## config.mk

```make
export PLATFORM = sky130hd
export DESIGN_NAME = rotate_sequencer
export DESIGN_NICKNAME = d
export VERILOG_FILES = /design/src/rtl/rotate_sequencer.sv
export SDC_FILE = /design/constraint.sdc
export NUM_CORES = 1
export LEC_CHECK = 0
export CAP_MARGIN = 30
export CORE_AREA = 2 2 50 52
export DETAILED_ROUTE_END_ITERATION = 10
export DIE_AREA = 0 0 52 54
export PLACE_DENSITY_LB_ADDON = 0.25
export SLEW_MARGIN = 15
export SYNTH_ARGS = -nofsm -noshare
export SYNTH_HDL_FRONTEND = slang
export SYNTH_SLANG_ARGS = --single-unit
export TNS_END_PERCENT = 10
```

## constraint.sdc

```tcl
create_clock -name clock -period 1.9 [get_ports clock]
set_input_delay 0.38 -clock clock [delete_from_list [all_inputs] [get_ports clock]]
set_output_delay 0.38 -clock clock [all_outputs]
set_load 0.02 [all_outputs]
```

## src/rtl/rotate_sequencer.sv

```systemverilog
// rotate_sequencer: command-driven controller for a 4-bit rotating register.
// Accepts LOAD / ROTL / ROTR / ASR commands over valid/ready, steers the
// register's control and data pins one cycle at a time, and strobes done
// with the resulting register value. The register reloads every clock, so
// idle cycles feed its own output back in to hold the contents.
module rotate_sequencer #(
    parameter int MAX_STEPS = 7
) (
    input  logic       clock,
    input  logic       reset,
    input  logic       cmd_valid,
    output logic       cmd_ready,
    input  logic [1:0] cmd_op,
    input  logic [2:0] cmd_count,
    input  logic [3:0] cmd_data,
    input  logic [3:0] q_in,
    output logic       reg_reset,
    output logic       ParallelLoadn,
    output logic       RotateRight,
    output logic       ASRight,
    output logic [3:0] Data_IN,
    output logic       done,
    output logic [3:0] result,
    output logic       busy
);

    typedef enum logic [2:0] {
        ST_CLEAR = 3'd0,
        ST_IDLE  = 3'd1,
        ST_LOAD  = 3'd2,
        ST_SHIFT = 3'd3,
        ST_DONE  = 3'd4
    } state_t;

    localparam logic [1:0] OP_LOAD = 2'b00;
    localparam logic [1:0] OP_ROTL = 2'b01;
    localparam logic [1:0] OP_ASR  = 2'b11;

    localparam logic [2:0] MAX_CNT = 3'(MAX_STEPS);

    state_t     state_q;
    logic [1:0] op_q;
    logic [3:0] data_q;
    logic [2:0] count_q;
    logic [2:0] count_clamped;

    // Step counts above the configured maximum are clamped before latching.
    always_comb begin
        count_clamped = (cmd_count > MAX_CNT) ? MAX_CNT : cmd_count;
    end

    // Controller FSM: command latch, step counter and state transitions.
    always_ff @(posedge clock or posedge reset) begin
        if (reset) begin
            state_q <= ST_CLEAR;
            op_q    <= 2'b00;
            data_q  <= 4'b0000;
            count_q <= 3'd0;
        end else begin
            case (state_q)
                ST_CLEAR: begin
                    state_q <= ST_IDLE;
                end
                ST_IDLE: begin
                    if (cmd_valid) begin
                        op_q    <= cmd_op;
                        data_q  <= cmd_data;
                        count_q <= count_clamped;
                        if (cmd_op == OP_LOAD) begin
                            state_q <= ST_LOAD;
                        end else if (count_clamped != 3'd0) begin
                            state_q <= ST_SHIFT;
                        end else begin
                            state_q <= ST_DONE;
                        end
                    end
                end
                ST_LOAD: begin
                    state_q <= ST_DONE;
                end
                ST_SHIFT: begin
                    // The step taken in the cycle the counter reads 1 is the last.
                    if (count_q == 3'd1) begin
                        state_q <= ST_DONE;
                    end
                    count_q <= count_q - 3'd1;
                end
                ST_DONE: begin
                    state_q <= ST_IDLE;
                end
                default: begin
                    state_q <= ST_IDLE;
                end
            endcase
        end
    end

    // Pin decode from the current state and latched command.
    always_comb begin
        cmd_ready     = 1'b0;
        reg_reset     = 1'b0;
        ParallelLoadn = 1'b0;
        RotateRight   = 1'b0;
        ASRight       = 1'b0;
        Data_IN       = q_in;
        done          = 1'b0;
        result        = 4'b0000;
        busy          = 1'b1;
        case (state_q)
            ST_CLEAR: begin
                reg_reset     = 1'b1;
                ParallelLoadn = 1'b1;
                Data_IN       = 4'b0000;
            end
            ST_IDLE: begin
                cmd_ready = 1'b1;
                busy      = 1'b0;
            end
            ST_LOAD: begin
                Data_IN = data_q;
            end
            ST_SHIFT: begin
                ParallelLoadn = 1'b1;
                RotateRight   = (op_q != OP_ROTL);
                ASRight       = (op_q == OP_ASR);
                Data_IN       = 4'b0000;
            end
            ST_DONE: begin
                done   = 1'b1;
                result = q_in;
            end
            default: begin
                // Unreachable encodings fall back to holding the register.
            end
        endcase
    end

endmodule

```

==> results.cfg, run 1 <==
[run_status]
outcome = finished, final reports clean

[die]
die-area_um2 = 2810
die_w_um = 52
io_pins = 31
die_h_um = 54
num_rows = 18
fp.coreArea_um2 = 2320
initial_utilization = 0.320

[power]
p_leak_nw = 0.522
seqPwrFrac = 0.268
cellPowerDensity_nw_per_um2 = 1650
netSwitchingFraction = 0.433
p_int_mw = 1.06
switchingPower_uw = 809
vdd_drop_max_uv = 978
pwr-share-comb = 0.622
total_power_mw = 1.87
clock_power_share = 0.110

[place]
port_buffers = 30
place.gp.congestion = 0.865
preCtsSetupSlack_ps = -71.2
dp.final_hpwl_mm = 1.40

[clock_network]
cts.sinks = 12
clock-root-buffer = clkbuf_4
cts_buffers = 3
clk_latency_ps = 270
tritoncts = yes
clk_path_buf_depth = 2
cts_setup_buffers = 0
htreeDepth = 1
clk_pin_slew_worst_paths_ps = 80

[synth]
ys_types = 31
ys_warn_count = 0
syn_nets = 91
syn_inst = 73
ys_ff_latch = 12
synth_area_per_cell_um2 = 10.2
ys_seq_area_frac = 0.404
syn_area_um2 = 743

[routing]
first_iter_violations = 7
ant_nets = 0
drt_wl_total_mm = 1.73
vias = 669
routedWlPerCell_um = 12.2
drc = 0
dr.pass1.iters = 3
avgViaCountPerCell = 4.71

[worst_hold_path]
holdCritPathClass = input pin to asynchronous set/reset pin

[timing]
max_freq_ghz = 0.549
hold_slack_ps = 398
period_needed_ps = 1820
worst_slew_pin_slew_ps = 445
finClkSkew_ps = 5.52
post-route-period-util = 0.959
fin_tns_setup_ps = 0
hold_viol = 0
slew_violations = 0
slew_headroom = 0.703
setup_viol = 0
finalWorstSetupSlack_ps = 77.0

[grt]
track_usage = 0.135
first_global_vias = 649
overflow = 0
antenna_found_initial = 0
grt_pass1_wl_mm = 2.77
grt_max_degree = 14

[final_layout]
fillers = 222
utilization = 0.488
syn_to_final_growth_pct = 52.4
antenna_cells = 0
final_nets = 131
drive_gt1_frac = 0.330

[flow_run]
cap_violations = 0

[critical_path]
path_class = register to output port
cp_data_arrival_time_ps = 1440
start_kind = register
cp_max_fo = 7
required_ps = 1520
endpoint_kind = output port
metrics by stage:
stage / instance area, um2 / std cells
after global placement: 1120 / 138
after floorplan: 743 / 73
after global routing: 1130 / 142
after detailed placement: 1120 / 138
after CTS: 1140 / 142
final: 1130 / 142
metal layers:
metal,vias to the layer above,part of all wire,GRT usage
li1,349,-,-
met1,309,0.48,0.174
met2,9,0.49,0.217
met3,2,0.021,0.0167
met4,0,0.011,0.0789
met5,-,0,0
cell usage after synthesis:
master     instances  share of area
a211oi_1           1          0.010
a21o_1             1          0.010
a21oi_1            1         0.0067
a221oi_2           1          0.020
a2bb2oi_1          1          0.012
a32o_1             4          0.054
and2_1             4          0.034
and3_1             3          0.025
and4b_1            1          0.013
buf_2              2          0.013
buf_4              1          0.010
dfrtp_1           12           0.40
ha_1               2          0.034
inv_1              7          0.035
mux2_2             6          0.091
nand2_1            1         0.0050
nand3b_1           2          0.020
nor2_1             6          0.030
nor2_4             1          0.015
nor2b_1            2          0.017
nor3_1             2          0.013
nor3_2             1          0.013
nor4_1             1         0.0084
o21ai_0            1         0.0067
o21ai_1            1         0.0067
o221a_2            1          0.015
o22a_1             1          0.012
o22ai_1            2          0.017
o2bb2ai_1          1          0.012
o32ai_1            2          0.024
xor2_1             1          0.012
placed cells by master, fill, tap and decap left out, drive strengths merged, types with 4 or more instances in the layout:
cell,n
a32o,4
and2,4
buf,12
clkbuf,9
clkdlybuf4s50,15
dfrtp,12
inv,7
mux2,6
nor2,7
flip-flops by register name, summed over array words and instances (netlist names):
| name | cells |
|---|---|
| count_q | 3 |
| op_q | 2 |
| data_q | 4 |
| state_q | 3 |
cells by family after synthesis:
logic type	Yosys count	synth area share
xor gates and xnor gates	1	0.0118
AOI/OAI and AO/OA	18	0.205
muxes	6	0.0909
adders and majority gates	2	0.0337
and+or+nand+nor	24	0.195
DFF	12	0.404
buffers and inverters	10	0.0589
cell type report:
type | instances | area, um2 | share of cell area
Clock buffer | 4 | 36.3 | 0.0320
Inverter | 7 | 26.3 | 0.0232
Sequential cell | 12 | 302 | 0.266
Multi-Input combinational cell | 51 | 418 | 0.369
Tap cell | 30 | 37.5 | 0.0331
Timing Repair Buffer | 38 | 313 | 0.276
power groups by stage:
stage                     combinational (mW)  sequential, mW  clock [mW]
final                                   1.16           0.501       0.205
after global routing                    1.27           0.523       0.229
after CTS                               1.16           0.500       0.212
after detailed placement                1.25           0.499           0
after global placement                  1.23           0.494           0
after floorplan                        0.780           0.464           0
repair_timing:
action | CTS | global route
setup endpoints to repair | 15 | 10
gates cloned | 0 | 0
hold buffers | 0 | 0
gates resized for setup | 36 | 11
path summary, 6_finish.rpt:
kind	startpoint	to	slack, ps	cells after the start
max	state_q[2]$_DFFE_PP0P_	reg_reset	80	3
min	reset	data_q[2]$_DFFE_PP0P_	400	2
max reg2reg	state_q[1]$_DFFE_PP0P_	op_q[1]$_DFFE_PP0P_	410	4
min reg2reg	data_q[3]$_DFFE_PP0P_	data_q[3]$_DFFE_PP0P_	520	1
max in group asynchronous	reset	state_q[2]$_DFFE_PP0P_	1170	2
min in group clock	data_q[3]$_DFFE_PP0P_	data_q[3]$_DFFE_PP0P_	520	1
critical path, stage by stage, from the launching register on:
cell and delay, ps:
dfrtp_2 470, buf_4 160, nor3_1 180, dlygate4sd2_1 350
Power figures use the tool's default switching activity.
==> run 2, diff against run 1 <==
--- a/config.mk
+++ b/config.mk
@@ -9,6 +9,7 @@
 export CORE_AREA = 2 2 50 52
 export DETAILED_ROUTE_END_ITERATION = 10
 export DIE_AREA = 0 0 52 54
+export HOLD_SLACK_MARGIN = 0.08
 export PLACE_DENSITY_LB_ADDON = 0.25
 export SLEW_MARGIN = 15
 export SYNTH_ARGS = -nofsm -noshare
==> results of run 2 <==
Same layout as run 1: the final DEF is identical, and so are final timing and power.
